### src/rtl/i2c_bus_arbiter.sv
// i2c_bus_arbiter: grants the shared open-drain I2C pads to one of two masters per
// transaction, gated on bus-free time, with a hold watchdog, 9-clock recovery and STOP.
module i2c_bus_arbiter #(
   parameter int unsigned BUS_FREE_CYCLES = 134,
   parameter int unsigned TIMEOUT_CYCLES  = 2800000,
   parameter int unsigned HALF_PERIOD     = 140
) (
   input  logic clk,
   input  logic rst,
   input  logic req0,
   input  logic req1,
   output logic gnt0,
   output logic gnt1,
   input  logic m0_scl_t,
   input  logic m0_sda_t,
   input  logic m1_scl_t,
   input  logic m1_sda_t,
   input  logic scl_i,
   input  logic sda_i,
   output logic scl_t,
   output logic sda_t,
   output logic bus_free,
   output logic timeout
);

   // state        | meaning
   // ST_IDLE      | pads released, waiting for bus_free and an eligible request
   // ST_GRANT0    | master 0 owns the pads
   // ST_GRANT1    | master 1 owns the pads
   // ST_REC_LOW   | recovery clock, SCL low phase
   // ST_REC_HIGH  | recovery clock, SCL high phase (counts only while SCL reads high)
   // ST_STOP_LOW  | STOP setup: SCL low, SDA low
   // ST_STOP_HIGH | STOP: SCL released, SDA low until SCL has been high long enough

   localparam int FREE_W = $clog2(BUS_FREE_CYCLES + 1);
   localparam int HOLD_W = (TIMEOUT_CYCLES > 2) ? $clog2(TIMEOUT_CYCLES) : 1;
   localparam int HALF_W = $clog2(HALF_PERIOD + 1);

   localparam logic [FREE_W-1:0] FREE_MAX   = FREE_W'(BUS_FREE_CYCLES);
   localparam logic [HOLD_W-1:0] HOLD_LAST  = HOLD_W'(TIMEOUT_CYCLES - 1);
   localparam logic [HALF_W-1:0] HALF_LOAD  = HALF_W'(HALF_PERIOD - 1);
   localparam logic [3:0]        LAST_PULSE = 4'd8;

   typedef enum logic [2:0] {
      ST_IDLE,
      ST_GRANT0,
      ST_GRANT1,
      ST_REC_LOW,
      ST_REC_HIGH,
      ST_STOP_LOW,
      ST_STOP_HIGH
   } state_t;

   state_t            state_q, state_d;
   logic              scl_s1, scl_s2, sda_s1, sda_s2;
   logic [FREE_W-1:0] free_cnt;
   logic [HOLD_W-1:0] hold_cnt, hold_d;
   logic [HALF_W-1:0] half_cnt, half_d;
   logic [3:0]        pulse_cnt, pulse_d;
   logic              last_gnt, last_d;
   logic              block0, block1, block0_d, block1_d;
   logic              gnt0_d, gnt1_d, scl_d, sda_d, timeout_d;
   logic              elig0, elig1;

   always_ff @(posedge clk) begin
      if (rst) begin
         scl_s1 <= 1'b0;
         scl_s2 <= 1'b0;
         sda_s1 <= 1'b0;
         sda_s2 <= 1'b0;
      end else begin
         scl_s1 <= scl_i;
         scl_s2 <= scl_s1;
         sda_s1 <= sda_i;
         sda_s2 <= sda_s1;
      end
   end

   // Held at zero outside IDLE so that every new owner waits a full bus-free window,
   // even if the previous owner left both lines high.
   always_ff @(posedge clk) begin
      if (rst) begin
         free_cnt <= '0;
      end else if (state_q != ST_IDLE || !scl_s2 || !sda_s2) begin
         free_cnt <= '0;
      end else if (free_cnt != FREE_MAX) begin
         free_cnt <= free_cnt + 1'b1;
      end
   end

   assign bus_free = (free_cnt == FREE_MAX);
   assign elig0    = req0 & ~block0;
   assign elig1    = req1 & ~block1;

   always_ff @(posedge clk) begin
      if (rst) begin
         state_q   <= ST_IDLE;
         gnt0      <= 1'b0;
         gnt1      <= 1'b0;
         scl_t     <= 1'b1;
         sda_t     <= 1'b1;
         timeout   <= 1'b0;
         hold_cnt  <= '0;
         half_cnt  <= '0;
         pulse_cnt <= '0;
         last_gnt  <= 1'b1;
         block0    <= 1'b0;
         block1    <= 1'b0;
      end else begin
         state_q   <= state_d;
         gnt0      <= gnt0_d;
         gnt1      <= gnt1_d;
         scl_t     <= scl_d;
         sda_t     <= sda_d;
         timeout   <= timeout_d;
         hold_cnt  <= hold_d;
         half_cnt  <= half_d;
         pulse_cnt <= pulse_d;
         last_gnt  <= last_d;
         block0    <= block0_d;
         block1    <= block1_d;
      end
   end

   always_comb begin
      state_d   = state_q;
      gnt0_d    = 1'b0;
      gnt1_d    = 1'b0;
      scl_d     = 1'b1;
      sda_d     = 1'b1;
      timeout_d = 1'b0;
      hold_d    = hold_cnt;
      half_d    = half_cnt;
      pulse_d   = pulse_cnt;
      last_d    = last_gnt;
      block0_d  = block0 & req0;
      block1_d  = block1 & req1;

      unique case (state_q)
         ST_IDLE: begin
            if (bus_free && (elig0 || elig1)) begin
               hold_d = '0;
               // last_gnt == 1 means master 1 went last, so master 0 wins a tie
               if (elig0 && (!elig1 || last_gnt)) begin
                  state_d = ST_GRANT0;
                  gnt0_d  = 1'b1;
                  scl_d   = m0_scl_t;
                  sda_d   = m0_sda_t;
                  last_d  = 1'b0;
               end else begin
                  state_d = ST_GRANT1;
                  gnt1_d  = 1'b1;
                  scl_d   = m1_scl_t;
                  sda_d   = m1_sda_t;
                  last_d  = 1'b1;
               end
            end
         end

         ST_GRANT0: begin
            if (!req0) begin
               state_d = ST_IDLE;
            end else if (hold_cnt == HOLD_LAST) begin
               state_d   = ST_REC_LOW;
               timeout_d = 1'b1;
               block0_d  = 1'b1;
               scl_d     = 1'b0;
               half_d    = HALF_LOAD;
               pulse_d   = '0;
            end else begin
               gnt0_d = 1'b1;
               scl_d  = m0_scl_t;
               sda_d  = m0_sda_t;
               hold_d = hold_cnt + 1'b1;
            end
         end

         ST_GRANT1: begin
            if (!req1) begin
               state_d = ST_IDLE;
            end else if (hold_cnt == HOLD_LAST) begin
               state_d   = ST_REC_LOW;
               timeout_d = 1'b1;
               block1_d  = 1'b1;
               scl_d     = 1'b0;
               half_d    = HALF_LOAD;
               pulse_d   = '0;
            end else begin
               gnt1_d = 1'b1;
               scl_d  = m1_scl_t;
               sda_d  = m1_sda_t;
               hold_d = hold_cnt + 1'b1;
            end
         end

         ST_REC_LOW: begin
            scl_d = 1'b0;
            if (half_cnt == '0) begin
               state_d = ST_REC_HIGH;
               scl_d   = 1'b1;
               half_d  = HALF_LOAD;
            end else begin
               half_d = half_cnt - 1'b1;
            end
         end

         // The high phase is timed from when the synchronized SCL reads high, so a
         // stretching slave (and the synchronizer delay) lengthen it.
         ST_REC_HIGH: begin
            if (scl_s2) begin
               if (half_cnt == '0) begin
                  scl_d  = 1'b0;
                  half_d = HALF_LOAD;
                  if (pulse_cnt == LAST_PULSE) begin
                     state_d = ST_STOP_LOW;
                     sda_d   = 1'b0;
                  end else begin
                     state_d = ST_REC_LOW;
                     pulse_d = pulse_cnt + 1'b1;
                  end
               end else begin
                  half_d = half_cnt - 1'b1;
               end
            end
         end

         ST_STOP_LOW: begin
            scl_d = 1'b0;
            sda_d = 1'b0;
            if (half_cnt == '0) begin
               state_d = ST_STOP_HIGH;
               scl_d   = 1'b1;
               half_d  = HALF_LOAD;
            end else begin
               half_d = half_cnt - 1'b1;
            end
         end

         ST_STOP_HIGH: begin
            sda_d = 1'b0;
            if (scl_s2) begin
               if (half_cnt == '0) begin
                  state_d = ST_IDLE;
                  sda_d   = 1'b1;
               end else begin
                  half_d = half_cnt - 1'b1;
               end
            end
         end

         default: begin
            state_d = ST_IDLE;
         end
      endcase
   end

endmodule

### config.mk
export PLATFORM = sky130hd
export DESIGN_NAME = i2c_bus_arbiter
export DESIGN_NICKNAME = d
export VERILOG_FILES = /design/src/rtl/i2c_bus_arbiter.sv
export SDC_FILE = /design/constraint.sdc
export NUM_CORES = 1
export LEC_CHECK = 0
export CAP_MARGIN = 25
export CORE_MARGIN = 5
export CORE_UTILIZATION = 45
export DETAILED_ROUTE_END_ITERATION = 8
export PLACE_DENSITY = 0.62
export SLEW_MARGIN = 10
export SYNTH_ARGS = -nofsm -noshare
export SYNTH_HDL_FRONTEND = slang
export SYNTH_SLANG_ARGS = --single-unit
### constraint.sdc
create_clock -name clk -period 2.75 [get_ports clk]
set_input_delay 0.4125 -clock clk [delete_from_list [all_inputs] [get_ports clk]]
set_output_delay 0.4125 -clock clk [all_outputs]
set_load 0.02 [all_outputs]
==> impl_results.md <==
- Status: finished clean
- Total GRT Usage: 0.1817
- Syn_area_per_cell: roughly 8.1 um2
- Cts hold-fix bufs: 0
- P_sw: 0.3500 mW
- Worst Path Arrival: between 2 and 2.5 ns
- Port Buffers: 15
- Setup slack at placement: between 0.2 and 0.3 ns
- First drt pass iteration count: 5
- Critical-path maximum fanout: 6
- Seq/Total Area, Yosys: 0.3635
- Gate count after technology mapping: slightly below 400
- Layout cells sized above 1: 0.1002
- Clock sinks: 57
- Slew HR: 0.5735
- Main flop type after synthesis: dfxtp_1
- Post-DRT Antenna Nets: 0
- Final Setup Violations: 0
- Max-cap violations: 0
- Final period utilization: 0.8899
- First-pass GRT wire length: roughly 13000 um
- Vias in the first global route: 2759
- Worst Max-Slew Pin Slew: 0.6383 ns
- Clock skew: between 0.008 and 0.009 ns
- Setup TNS: 0 ns
- Reg power frac: 0.479
- Hold Vio Cnt, Final: 0
- GRT overflow: 0
- Final core utilization: 0.5378
- Kind of critical path: reg -> out
- Nets: 431
- Clock-pin transition on the worst setup and hold timing paths: 0.07 ns
- Peak supply drop: around 0.00018 V
- Clock tree buffer depth: 2
- DRT iter0 DRCs: roughly 140
- Die ar.: 0.008747 mm2
- Core Rows: 30
- Part of the power in combinational logic: 0.030
- Starting Density: 0.4621
- Sw Share: 0.2021
- PwrDens: 474.0 mW/mm2
- H-Tree Depth: 3
- Worst skew pair latency: about 0.34 ns
- DR vias: 2860
- Die H: 93.53 um
- CTS Root Cell: clkbuf_8
- Clock Power Share: 0.491
- Ant. Diodes: 0
- Largest net degree at the start of global routing: 20
- Detail-routed net length per standard cell: 14.34 um
- Ports: 16
- Post-CTS Resized: 0
- Internal Dissipation: ~1.4 mW
- # DRC: 0
- Core area: a little under 0.007 mm2
- Vias/cell: between 5 and 6
- Number of synthesized flops with an enable pin: 0
- Initial antenna violation count: 0
- Required @ worst endpoint: approximately 2.3 ns
- Final setup margin: 0.3028 ns
- Netlist cell types: between 50 and 60
- Die width: approximately 94 um
- P_leak: around 1.3 nW
- Min Tclk post-route: about 2.4 ns
- Synthesized area: 0.003139 mm2
- CTS Buf Count: 9
- TritonCTS clock tree: built
- Routability cong.: a little under 0.9
- Final HPWL from detailed placement: between 5000 and 6000 um
- Mapped Nets: around 400
- P&R area growth vs syn: 16.38%
- Post-CTS setup repair buffer count: 0
- Hold crit path type: reg -> reg
- Crit start category: register
- FF+latch count, synth: 57
- RSZ-0062 raised after global routing: false
- Final hold slack: ~0.45 ns
- Crit end category: primary output
- Max Fclk: a little over 0.4 GHz
- Post-Route WL: around 7400 um
- Yosys warning total: 0
- Ys async rst share: 0
- R2R Setup Slk: 0.38 ns
- Fin. max-slew vios: 0
==> sequential cells by signal (all words and copies together) (netlist names) <==
| signal | count |
|---|---|
| free_cnt | 8 |
| hold_cnt | 22 |
| scl_s1 | 1 |
| half_cnt | 8 |
| sda_t | 1 |
| block0 | 1 |
| sda_s2 | 1 |
| sda_s1 | 1 |
| block1 | 1 |
| last_gnt | 1 |
| pulse_cnt | 4 |
| scl_t | 1 |
| scl_s2 | 1 |
| gnt1 | 1 |
| state_q | 3 |
| timeout | 1 |
| gnt0 | 1 |
==> Yosys cell counts (all sizes together), types with 2 or more instances <==
cell,n,area share
o211a,2,0.0064
inv,14,0.017
o211ai,5,0.012
nand4,13,0.026
and2,2,0.0040
a21oi,22,0.035
nand3b,2,0.0048
nor4bb,2,0.0064
nand4b,2,0.0056
nor2b,11,0.022
and4,2,0.0056
nand3,26,0.043
a211oi,4,0.0096
dfxtp,57,0.36
o21a,4,0.0096
nor2,44,0.053
a22o,3,0.0084
or3,10,0.020
nor3b,6,0.016
nand2,27,0.037
nor4,5,0.012
clkbuf,6,0.0076
a311oi,2,0.0056
o21ai,22,0.035
buf,12,0.025
xor2,22,0.061
nor4b,2,0.0076
mux2i,3,0.0096
nand2b,4,0.0080
nor3,17,0.027
or2,3,0.0060
xnor2,4,0.011
and3,9,0.018
ha,6,0.024
==> final timing paths <==
path / endpoint / startpoint / cells past startpoint
worst max register to register: pulse_cnt[3] / half_cnt[0] / 8
worst min-delay path: sda_s2 / sda_s1 / 1
worst max-delay path: bus_free / free_cnt[2] / 4
worst min register to register: sda_s2 / sda_s1 / 1
==> per-layer routing <==
metal  vias to the layer above  global-route usage  wire, um  part of all wire
li1                       1438                   -         -                 -
met1                      1342              0.2299      3611              0.49
met2                        62              0.2805      3243              0.44
met3                        18             0.04827       359             0.049
met4                         0             0.09768       168             0.023
met5                         -                   0         0                 0
==> cells by family after synthesis <==
kind of cell	Yosys count	synth area share
XOR/XNOR	26	0.07254
buffers and inverters	33	0.05022
flip-flops	57	0.3635
AND/OR/NAND/NOR	188	0.3240
adder cells (fa/ha/maj)	6	0.02391
multiplexers	3	0.009566
AO/OA/AOI/OAI	76	0.1563
==> placed cells by master, fill, tap and decap left out, types with 9 or more instances in the layout <==
cell,Yosys,layout
a21oi_1,22,22
dfxtp_1,57,57
nand4_1,13,13
o21ai_0,22,22
and3_1,9,9
nor2_1,44,44
xor2_1,22,22
nand3_1,25,25
nand2_1,26,26
buf_4,0,18
or3_1,10,10
clkbuf_8,0,10
inv_1,14,14
nor3_1,17,17
nor2b_1,11,11
clkdlybuf4s50_1,0,15
==> power by group through the flow <==
| stage | logic, mW | clock network [mW] | registers, mW |
|---|---|---|---|
| global placement | 0.0519 | 0 | 0.848 |
| floorplan | 0.0256 | 0 | 0.848 |
| CTS | 0.0523 | 0.870 | 0.830 |
| finish | 0.0521 | 0.850 | 0.830 |
| detailed placement | 0.0518 | 0 | 0.848 |
| global route | 0.0580 | 0.913 | 0.830 |
==> critical path, cell delays in order, from the launching register on <==
cell	delay (ns)
dfxtp_1	0.38
nor3b_1	0.32
nand3_1	0.28
inv_1	0.10
clkdlybuf4s50_1	0.60
==> layout make-up <==
type	count	area [um2]
Tap cell	96	120.1
Inverter	15	56.30
Sequential cell	57	1141
Fill cell	644	3141
Clock inverter	3	65.06
Multi-Input combinational cell	299	1841
Timing Repair Buffer	33	285.3
Clock buffer	12	145.1
==> per-stage QoR <==
stage,cells,instance area [um2],power (mW)
after CTS,515,3654,1.752
after floorplan,389,3139,0.8732
final,515,3654,1.732
after detailed placement,500,3443,0.9001
after global placement,500,3443,0.9002
after global routing,515,3654,1.800
Power figures use the tool's default switching activity.
